--- src/rtl/delay_seq_ctrl.sv ---
// rtl/delay_seq_ctrl.sv - arm/trigger/delay/pulse sequencing controller for the delay timer
module delay_seq_ctrl #(
  parameter int CNT_W = 16,
  parameter int PW_W  = 8
) (
  input  logic             i_clk,
  input  logic             i_reset,
  input  logic             i_cfg_valid,
  output logic             o_cfg_ready,
  input  logic [CNT_W-1:0] i_cfg_delay,
  input  logic [PW_W-1:0]  i_cfg_width,
  input  logic             i_cfg_rearm,
  input  logic             i_arm,
  input  logic             i_abort,
  input  logic             i_trig_in,
  output logic             o_pulse_out,
  output logic             o_busy,
  output logic             o_armed,
  output logic             o_done,
  output logic             o_err_retrig
);

  typedef enum logic [1:0] {
    S_IDLE  = 2'd0,
    S_ARMED = 2'd1,
    S_DELAY = 2'd2,
    S_PULSE = 2'd3
  } state_t;

  localparam logic [CNT_W-1:0] CNT_ONE = CNT_W'(1);
  localparam logic [PW_W-1:0]  PW_ONE  = PW_W'(1);

  state_t           r_state;
  state_t           w_next_state;

  logic [CNT_W-1:0] r_delay;
  logic [PW_W-1:0]  r_width;
  logic             r_rearm;
  logic             r_trig_prev;
  logic [CNT_W-1:0] r_cnt;
  logic [PW_W-1:0]  r_pw_cnt;
  logic             r_pulse;
  logic             r_done;
  logic             r_err;

  logic             w_trig_edge;
  logic             w_cfg_fire;
  logic [PW_W-1:0]  w_width_eff;
  logic             w_is_busy;
  logic             w_load_delay;
  logic             w_load_pulse;
  logic             w_hold_delay;
  logic             w_hold_pulse;

  // A trigger only counts on a fresh low-to-high transition seen by this block.
  assign w_trig_edge  = i_trig_in && !r_trig_prev;
  assign w_cfg_fire   = i_cfg_valid && (r_state == S_IDLE);
  // A zero width is stored as one so the pulse counter never starts at zero.
  assign w_width_eff  = (i_cfg_width == '0) ? PW_ONE : i_cfg_width;
  assign w_is_busy    = (r_state == S_DELAY) || (r_state == S_PULSE);
  assign w_load_delay = (r_state == S_ARMED) && (w_next_state == S_DELAY);
  assign w_load_pulse = (r_state != S_PULSE) && (w_next_state == S_PULSE);
  assign w_hold_delay = (r_state == S_DELAY) && (w_next_state == S_DELAY);
  assign w_hold_pulse = (r_state == S_PULSE) && (w_next_state == S_PULSE);

  // State register.
  always_ff @(posedge i_clk) begin
    if (i_reset) begin
      r_state <= S_IDLE;
    end else begin
      r_state <= w_next_state;
    end
  end

  // Next-state decode; abort outranks every other event in every state.
  always_comb begin
    w_next_state = r_state;
    if (i_abort) begin
      w_next_state = S_IDLE;
    end else begin
      case (r_state)
        S_IDLE: begin
          if (i_arm) begin
            w_next_state = S_ARMED;
          end
        end
        S_ARMED: begin
          if (w_trig_edge) begin
            w_next_state = (r_delay == '0) ? S_PULSE : S_DELAY;
          end
        end
        S_DELAY: begin
          if (r_cnt == CNT_ONE) begin
            w_next_state = S_PULSE;
          end
        end
        S_PULSE: begin
          if (r_pw_cnt == PW_ONE) begin
            w_next_state = r_rearm ? S_ARMED : S_IDLE;
          end
        end
        default: w_next_state = S_IDLE;
      endcase
    end
  end

  // Output decode, driven only from registers.
  always_comb begin
    o_cfg_ready  = (r_state == S_IDLE);
    o_busy       = w_is_busy;
    o_armed      = (r_state == S_ARMED);
    o_pulse_out  = r_pulse;
    o_done       = r_done;
    o_err_retrig = r_err;
  end

  // Configuration registers; writes land only while idle and survive an abort.
  always_ff @(posedge i_clk) begin
    if (i_reset) begin
      r_delay <= '0;
      r_width <= PW_ONE;
      r_rearm <= 1'b0;
    end else if (w_cfg_fire) begin
      r_delay <= i_cfg_delay;
      r_width <= w_width_eff;
      r_rearm <= i_cfg_rearm;
    end
  end

  // Previous trigger level, tracked in every state so arming onto a high input does not fire.
  always_ff @(posedge i_clk) begin
    if (i_reset) begin
      r_trig_prev <= 1'b0;
    end else begin
      r_trig_prev <= i_trig_in;
    end
  end

  // Delay and width down-counters: loaded on state entry, decremented while the state holds.
  always_ff @(posedge i_clk) begin
    if (i_reset) begin
      r_cnt    <= '0;
      r_pw_cnt <= '0;
    end else begin
      if (w_load_delay) begin
        r_cnt <= r_delay;
      end else if (w_hold_delay) begin
        r_cnt <= r_cnt - CNT_ONE;
      end
      if (w_load_pulse) begin
        r_pw_cnt <= r_width;
      end else if (w_hold_pulse) begin
        r_pw_cnt <= r_pw_cnt - PW_ONE;
      end
    end
  end

  // Registered pulse, completion strobe and retrigger-error strobe.
  always_ff @(posedge i_clk) begin
    if (i_reset) begin
      r_pulse <= 1'b0;
      r_done  <= 1'b0;
      r_err   <= 1'b0;
    end else begin
      r_pulse <= (w_next_state == S_PULSE);
      r_done  <= !i_abort && (r_state == S_PULSE) && (w_next_state != S_PULSE);
      r_err   <= !i_abort && w_is_busy && w_trig_edge;
    end
  end

endmodule

--- config.mk ---
export PLATFORM = sky130hd
export DESIGN_NAME = delay_seq_ctrl
export DESIGN_NICKNAME = d
export VERILOG_FILES = /design/src/rtl/delay_seq_ctrl.sv
export SDC_FILE = /design/constraint.sdc
export NUM_CORES = 1
export LEC_CHECK = 0
export ABC_AREA = 1
export CORE_AREA = 2 2 78 80
export DETAILED_ROUTE_END_ITERATION = 6
export DIE_AREA = 0 0 80 82
export GPL_ROUTABILITY_DRIVEN = 1
export MAX_ROUTING_LAYER = met4
export PLACE_DENSITY = 0.72
export REMOVE_ABC_BUFFERS = 1
export SLEW_MARGIN = 10
export SYNTH_ARGS = -nofsm -noshare
export SYNTH_HDL_FRONTEND = slang
export SYNTH_SLANG_ARGS = --single-unit
--- constraint.sdc ---
create_clock -name i_clk -period 2.8 [get_ports i_clk]
set_input_delay 0.7 -clock i_clk [delete_from_list [all_inputs] [get_ports i_clk]]
set_output_delay 0.7 -clock i_clk [all_outputs]
set_load 0.03 [all_outputs]
==> run metrics <==
Final Hold Viols 0; first element of the critical path r_state[0]; hold path start r_rearm; VDD IR-drop max ~0.22 mV; worst path required time about 2100 ps; clock network power share 0.334; Final Setup Violations 0; Comb power frac 0.152; RR Startpoint r_state[1]; largest net degree at the start of global routing 44; most frequent cells in the layout nor2_1 (67), nand2_1 (64), dfxtp_1 (55), o21ai_0 (43), a21oi_1 (42); gpl congestion 0.857; internal power about 1.2 mW; P per Cell Area 495 mW/mm²; CTS clk-pin slew, worst paths around 100 ps; first drt pass iteration count 4; CTS sink count 55; clock tree root driver cell clkbuf_8; initial DRC count 100; Synth Instances ~390; Total Routing Usage GR 0.206; clock buffer count from CTS 5; grt peak-use layer met2; grt met1 use 0.262; fill cell count ~580; met2 GRT Util 0.339; Clk Latency, worst-skew pair roughly 310 ps; Post-CTS Setup Bufs 0; core box area roughly 0.0057 mm²; post-synthesis mux area share 0.0108; main combinational cell family by area after synthesis simple AND/OR/NAND/NOR gates; pre-CTS WS around 170 ps; Data arrival, critical path approximately 1700 ps; sequential power share 0.514; Syn Area/Cell slightly above 7 µm²; I/O Pins 37; Max Buffers Root-to-Sink 2; Seq cells post-synth 55; Remaining DRCs 0; I/O Buffers 36; Final #Nets 461; post-detail-place hpwl between 4 and 5 mm; r2r endpoint r_cnt[10]; setup_tns 0 ps; Via density approximately 5.1; vias ~2,600; Die H between 80 and 90 µm; kind of end point of the critical path primary output; Slew Limit Fails 0; Post-CTS Resized 0; outcome complete, no violations; worst-path maximum fanout 4; Max-Cap Viols 0; Hold Crit Class flop to flop; final period utilization 0.861; RSZ-0062 raised after global routing no; CTS tree yes; worst slew pin tran roughly 610 ps; Sw Share 0.269; # rows 28; vias in the first global route between 2,000 and 2,500; Simple-Gate Fraction of Synth Area 0.245; clock period minus worst slack 2410 ps; NetSw 0.441 mW; max_slew headroom 0.595; total wire length about 6.1 mm; ANT cells 0; routing usage on met3 0.0374; Register-to-Register Path Depth 7; Die W roughly 80 µm; first-pass GRT wire length 10.4 mm; flop2flop setup slack approximately 760 ps; synth unique cells 29; Hold-fix buffers, CTS 0; Post-Synthesis Cell Area 0.00278 mm²; initial core utilization 0.484; layout cells sized above 1 0.0843; Leakage ~1.4 nW; setup ws final roughly 400 ps; Fmax 0.415 GHz; cell count of the worst hold path 2; H-Tree Level Count 2; gr ovfl total 0; CP Launch Type flop; WHS Endpoint r_rearm; Ys Warns 0; wire per inst approximately 12 µm; die area roughly 0.0066 mm²; post-synthesis sequential area ratio 0.396; Layout area overhead 19.2%; initial antenna violation count 0; compound-cell area share of the yosys netlist 0.192; ANT nets after route 0; clock skew 6.22 ps; adder-cell share of the synthesized area 0.0180; path type of the worst setup path flop to primary output; xor and xnor area share after synthesis 0.0567; commonest non-fill, non-tap cell in the layout nor2_1
## power by group through the flow
stage          Clock [mW]  Sequential [mW]  Combinational, mW
3_3_place_gp            0            0.861              0.246
3_5_place_dp            0            0.862              0.250
2_1_floorplan           0            0.854              0.160
5_1_grt             0.584            0.850              0.285
4_1_cts             0.560            0.844              0.252
6_report            0.549            0.844              0.250
## worst max path at each step
| stage | end | slack (ps) | cells past startpoint |
|---|---|---|---|
| 4_1_cts | o_armed | 380 | 3 |
| 3_5_place_dp | r_cnt[10] | 170 | 11 |
| 3_3_place_gp | r_cnt[1] | 260 | 11 |
| 5_1_grt | r_cnt[10] | 310 | 11 |
| 6_report | o_armed | 390 | 3 |
| 2_1_floorplan | r_cnt[3] | 390 | 8 |
## area by class of cell
class                      count  area, µm²  share of cell area
tap                           75       93.8              0.0283
inverter                      39        149              0.0449
clock inverter                 3       47.5              0.0143
multi-input combinational    283       1450               0.438
sequential                    55       1100               0.332
timing repair buffer          42        405               0.122
clock buffer                   5       68.8              0.0207
## registers in the layout, summed over array words and instances (netlist names)
| name | count |
|---|---|
| r_delay | 16 |
| r_pw_cnt | 8 |
| r_rearm | 1 |
| o_err_retrig | 1 |
| r_cnt | 16 |
| r_state | 2 |
| r_width | 8 |
| r_trig_prev | 1 |
| o_pulse_out | 1 |
| o_done | 1 |
## metrics by stage
stage / utilization / power (mW) / area, µm² / std cells / hold slack [ps]
after detailed placement: 0.557 / 1.11 / 3200 / 494 / 455
after global placement: 0.557 / 1.11 / 3200 / 494 / 453
after floorplan: - / 1.01 / 2700 / 377 / 432
after CTS: 0.578 / 1.66 / 3320 / 502 / 470
final: 0.578 / 1.64 / 3320 / 502 / 472
after global routing: 0.578 / 1.72 / 3320 / 502 / 500
## synthesized netlist by cell type (all sizes together)
cell / instances / area [µm²]
o21ai: 47 / 235
buf: 6 / 42.5
dfxtp: 55 / 1100
xor2: 15 / 131
nand4: 4 / 25.0
ha: 4 / 50.1
nand3: 8 / 50.1
clkbuf: 10 / 37.5
nand3b: 1 / 7.51
inv: 39 / 149
nor4: 2 / 12.5
mux2i: 3 / 30.0
xnor2: 3 / 26.3
nand2: 67 / 269
nor3: 5 / 25.0
nor2: 72 / 293
a21oi: 52 / 298
## critical path, stage by stage (launching register included)
cell and delay [ps]:
dfxtp_1 380, inv_1 70, nor2_1 220, clkdlybuf4s50_1 720
## layer usage
| metal | share of wire | wire [µm] |
|---|---|---|
| met4 | 0.010 | 61 |
| met5 | 0 | 0 |
| met3 | 0.058 | 351 |
| met1 | 0.48 | 2910 |
| met2 | 0.45 | 2750 |
## kinds of logic (layout without fill, tap and decap cells)
kind of cell | after synthesis | in the layout
AOI/OAI and AO/OA | 99 | 99
xor gates and xnor gates | 18 | 18
adders and majority gates | 4 | 4
buffers and inverters | 55 | 89
DFF | 55 | 55
muxes | 3 | 3
and+or+nand+nor | 159 | 159
(Power assumes the default switching activity.)
==> variant 1: new RTL, same flow settings <==
`PW_W`: 8 -> 12.
--- a/src/rtl/delay_seq_ctrl.sv
+++ b/src/rtl/delay_seq_ctrl.sv
@@ -1,7 +1,7 @@
 // rtl/delay_seq_ctrl.sv - arm/trigger/delay/pulse sequencing controller for the delay timer
 module delay_seq_ctrl #(
   parameter int CNT_W = 16,
-  parameter int PW_W  = 8
+  parameter int PW_W  = 12
 ) (
   input  logic             i_clk,
   input  logic             i_reset,
Interface: changed (resized i_cfg_width); port bits go from 37 to 41. No check against the original RTL was run, so the function may have changed too.
==> variant 1 against the unedited design <==
  * Routed wire length is 15% higher
  * Area after synthesis grew 16%
  * Register-to-register slack better by 0.11 ns
  * First-iteration DRC count grew 39%
  * Non-clock buffer count increased by 3
  * Hold slack lost 0.0071 ns
  * Worst setup slack improved by 0.016 ns
  * Power rose by 17%
  * Design area is 15% higher
  * Count of clock-buffer cells in the layout is 8 higher
  * Sequential cell count grew 8
  * Core utilization increased by 8.9 points
==> variant 1: results (changes against the unedited design) <==
[outcome]
status = finished, final reports clean

[cts]
cts.htree.levels = 3  ; +1
insertion_delay_ns = 0.33  ; +0.02 ns
cts_buffers = 9  ; +4
clk_pin_slew_ns = 0.07  ; -0.03 ns

[synthesis]
synth-seq-cells = 63  ; +15%
synthTopCellsByArea = dfxtp_1 (39%), nand2_1 (9.3%), nor2_1 (9.0%), a21oi_1 (7.7%), o21ai_0 (6.6%)
ys_seq_area_share_pct = 38.9  ; -0.63 points
synthMuxAreaShare_pct = 0.618  ; -0.46 points
synth-adder-area-share_pct = 1.54  ; -0.25 points
ys_types = 34  ; +17%
synth-xor-area-share_pct = 5.14  ; -0.53 points
synth_top_cells_by_count = nand2_1 (80), nor2_1 (78), dfxtp_1 (63), a21oi_1 (50), o21ai_0 (43)
synth-compound-area-share_pct = 20.1  ; +0.93 points

[pwr]
p_comb_uw = 289  ; +16%
power.internal_uw = 1420  ; +19%
pg_seq_uw = 965  ; +14%
peakVddDrop_mv = 0.316  ; +45%
leakage_uw = 0.00166  ; +15%
p_sw_uw = 498  ; +13%

[sta]
worst_slew_pin_slew_ns = 0.683  ; +0.0757 ns
skew_ns = 0.00919  ; +0.00297 ns

[critical_path]
crit_end = o_cfg_ready
crit_fanout = 5  ; +1
reg2regPathDepth = 9  ; +2
rr_startpoint = r_state[1]
worst-r2r-setup-slack_ns = 0.87  ; +0.11 ns
reg2reg_to = r_cnt[1]
arrival_ns = 1.69  ; -0.02 ns

[cells_and_area]
drive_above_1_share_pct = 9.80  ; +1.4 points
regArea_mm2 = 0.00126  ; +15%
nNonClkInverters = 43  ; +10%
buffer_area_share_pct = 11.4  ; -0.78 points
stdcell_area_mm2 = 0.00383  ; +15%
num-clock-buffers = 13  ; +8
multi_input_comb_cells = 335  ; +18%
final-clk-cell-share_pct = 4.28  ; +0.77 points
layout.nets = 536  ; +16%
multiInputGateArea_mm2 = 0.00171  ; +18%
antenna_cells = 0  ; unchanged
buffers = 45  ; +7.1%
fill_cells = 548  ; -4.7%

[route]
wire_per_inst_um = 12.1  ; +0.10%
vias = 2974  ; +16%
first_iter_violations = 139  ; +39%

[global_routing]
grt_max_degree = 43  ; -2.3%
grt_pass1_wl_um = 11500  ; +10%
grtUsageTotal_pct = 22.9  ; +2.3 points
grt_pass1_vias = 2588  ; +8.6%

[placement]
placed_area_mm2 = 0.00366  ; +14%
dpl.hpwl_um = 4930  ; +13%
portBuffers = 40  ; +11%
routabilityCongestion = 0.859  ; +0.20%

[hold_path]
holdCritStartpoint = r_width[5]
hold_end = r_width[5]

[variant 1: changes by cell type after synthesis, sizes merged, moves of 2 or more]
cell    before  now
nand2       67   84
xnor2        3    6
a21oi       52   62
xor2        15   13
dfxtp       55   63
buf          6   11
nand3        8   14
a211oi       0    3
nand4        4    1
nor4         2    5
nor2        72   82
inv         39   42
[variant 1: through the flow]
step | instances | utilization, % | worst slack, ns | hold slack, ns
3_5_place_dp | 561 | 63.8 | 0.237 | 0.459
5_1_grt | 575 | 66.6 | 0.340 | 0.490
6_report | 575 | 66.6 | 0.406 | 0.465
4_1_cts | 575 | 66.6 | 0.395 | 0.469
2_1_floorplan | 441 | - | 0.572 | 0.438
3_3_place_gp | 561 | 63.8 | 0.321 | 0.455
[variant 1: layer usage]
metal  share of wire (%)  global-route usage (%)
met1                  52                    30.7
met2                  43                    34.8
met3                 4.4                    3.85
met4                0.88                    8.98
met5                   0                       -
==> variant 2: new RTL, same settings <==
Without the edit above. Re-encode `state_t` (4 states) as one-hot, 4 bits wide.
--- a/src/rtl/delay_seq_ctrl.sv
+++ b/src/rtl/delay_seq_ctrl.sv
@@ -20,11 +20,11 @@
   output logic             o_err_retrig
 );
 
-  typedef enum logic [1:0] {
-    S_IDLE  = 2'd0,
-    S_ARMED = 2'd1,
-    S_DELAY = 2'd2,
-    S_PULSE = 2'd3
+  typedef enum logic [3:0] {
+    S_IDLE  = 4'b0001,
+    S_ARMED = 4'b0010,
+    S_DELAY = 4'b0100,
+    S_PULSE = 4'b1000
   } state_t;
 
   localparam logic [CNT_W-1:0] CNT_ONE = CNT_W'(1);
Function: same outputs for any inputs over 10 cycles, from zero or initial values and one cycle with i_reset high; not proved beyond that.
==> variant 2 against the unedited design <==
  * Synthesized cell count is 16% higher
  * Routed wire length increased by 20%
  * Critical path depth increased by 1
  * Sequential cell count increased by 2
  * Design area is 11% higher
  * Clock power increased by 61%
  * Power rose by 18%
  * Global-route usage up 4.4 points
  * Worst setup slack got worse by 0.17 ns
  * Area after synthesis rose by 9.1%
  * Combinational power down 24%
  * First-iteration DRC count grew to 3.0 times the old value
  * Critical path type unchanged
  * Highest routed layer unchanged
==> variant 2: results (changes against the unedited design) <==
[placement]
routabilityCongestion = 0.936  ; +9.2%
dpl.hpwl_um = 5360  ; +23%
pre_cts_slack_ns = 0.350  ; +0.180 ns
portBuffers = 36  ; unchanged
placed_cells = 557  ; +13%

[sta]
fin_setup_tns_ns = 0  ; unchanged
finalCriticalPeriod_ns = 2.58  ; +0.172 ns
relSlewSlack_pct = 67.9  ; +8.5 points
skew_ns = 0.00646  ; +0.000244 ns

[route]
viasPerCell = 5.05  ; -0.76%
drc = 0  ; unchanged
first_iter_violations = 297  ; +200%
wire_per_inst_um = 12.7  ; +5.0%
routed-wl-met3_um = 270  ; -23%
wl_met2_um = 3150  ; +14%
vias = 2887  ; +13%
drt-met1-wl_um = 3750  ; +29%

[critical_path]
reg2reg_to = r_pw_cnt[2]
crit_path_start = r_state[0]
rr_startpoint = r_pw_cnt[0]
crit_end = o_busy
reg2regPathDepth = 8  ; +1
crit_fanout = 3  ; -1
worst-r2r-setup-slack_ns = 0.85  ; +0.09 ns
arrival_ns = 1.88  ; +0.17 ns

[global_routing]
grt_util_met3_pct = 3.63  ; -0.11 points
met2_usage_pct = 36.8  ; +2.9 points
grtUsageTotal_pct = 25.0  ; +4.4 points
grt_util_met1_pct = 34.8  ; +8.6 points
antenna_found_initial = 0  ; unchanged
grt_pass1_vias = 2581  ; +8.3%
grt_max_degree = 35  ; -20%
grt_pass1_wl_um = 12200  ; +17%

[outcome]
status = finished, final reports clean

[pwr]
peakVddDrop_mv = 0.364  ; +67%
leakage_uw = 0.00170  ; +18%

[synthesis]
synth_top_cells_by_count = nand2_1 (106), nor2_1 (62), inv_1 (60), dfxtp_1 (57), a21oi_1 (44)
ys_seq_area_share_pct = 37.6  ; -2.0 points
avgSynthCellArea_um2 = 6.66  ; -6.0%
synthArstFlopShare_pct = 0  ; unchanged
ys_types = 30  ; +3.4%
synthTopCellsByArea = dfxtp_1 (38%), nand2_1 (13%), nor2_1 (7.7%), inv_1 (7.4%), a21oi_1 (7.3%)
yosys_warnings = 0  ; unchanged

[cts]
cts_buffers = 9  ; +4
clk_path_buf_depth = 2  ; unchanged
root_buffer = clkbuf_8
clk_pin_slew_ns = 0.06  ; -0.04 ns
cts_resized = 0  ; unchanged
insertion_delay_ns = 0.33  ; +0.02 ns
cts.htree.levels = 3  ; +1

[cells_and_area]
drive_above_1_share_pct = 6.84  ; -1.6 points
antenna_cells = 0  ; unchanged
layout.nets = 528  ; +15%

[hold_path]
hold_path.class = reg2reg
hold_end = r_width[3]
holdCritStartpoint = r_width[3]

-- variant 2: cell count changes after synthesis, sizes merged, moves of 7 or more --
| cell | change |
|---|---|
| inv | +22 |
| o21ai | -8 |
| nand2 | +43 |
| xor2 | -7 |
| nand3 | +8 |
-- variant 2: layout make-up --
| cell class | instances | area (um2) |
|---|---|---|
| Sequential cell | 57 | 1140 |
| Inverter | 64 | 240 |
| Tap cell | 75 | 93.8 |
| Fill cell | 552 | 2080 |
| Multi-Input combinational cell | 319 | 1560 |
| Clock inverter | 2 | 60.1 |
| Timing Repair Buffer | 42 | 405 |
| Clock buffer | 13 | 169 |
-- variant 2: cell families after synthesis --
logic type | count (synthesis) | synth area share [%]
AOI/OAI and AO/OA | 91 | 15.7
xor gates and xnor gates | 16 | 4.62
adders and majority gates | 4 | 1.65
buffers and inverters | 80 | 11.0
DFF | 57 | 37.6
and+or+nand+nor | 208 | 29.4
-- variant 2: through the flow --
step	hold WS (ns)	power, uW	cell area [um2]
2_1_floorplan	0.427	976	2940
3_3_place_gp	0.436	1060	3440
3_5_place_dp	0.447	1070	3440
4_1_cts	0.455	1950	3670
5_1_grt	0.475	2020	3670
6_report	0.451	1930	3670
-- variant 2: power breakdown --
part / total [uW] / switching, uW / leakage, uW / internal [uW]
Sequential: 862 / 18.5 / 0.000465 / 843
Clock: 884 / 314 / 0.000116 / 570
Combinational: 190 / 104 / 0.00112 / 85.4
Total: 1930 / 437 / 0.00170 / 1500
-- variant 2: critical path, stage by stage (launching register included) --
cell and delay [ns]:
dfxtp_1 0.33, inv_1 0.13, nand3_1 0.10, o21ai_0 0.26, clkdlybuf4s50_1 0.73
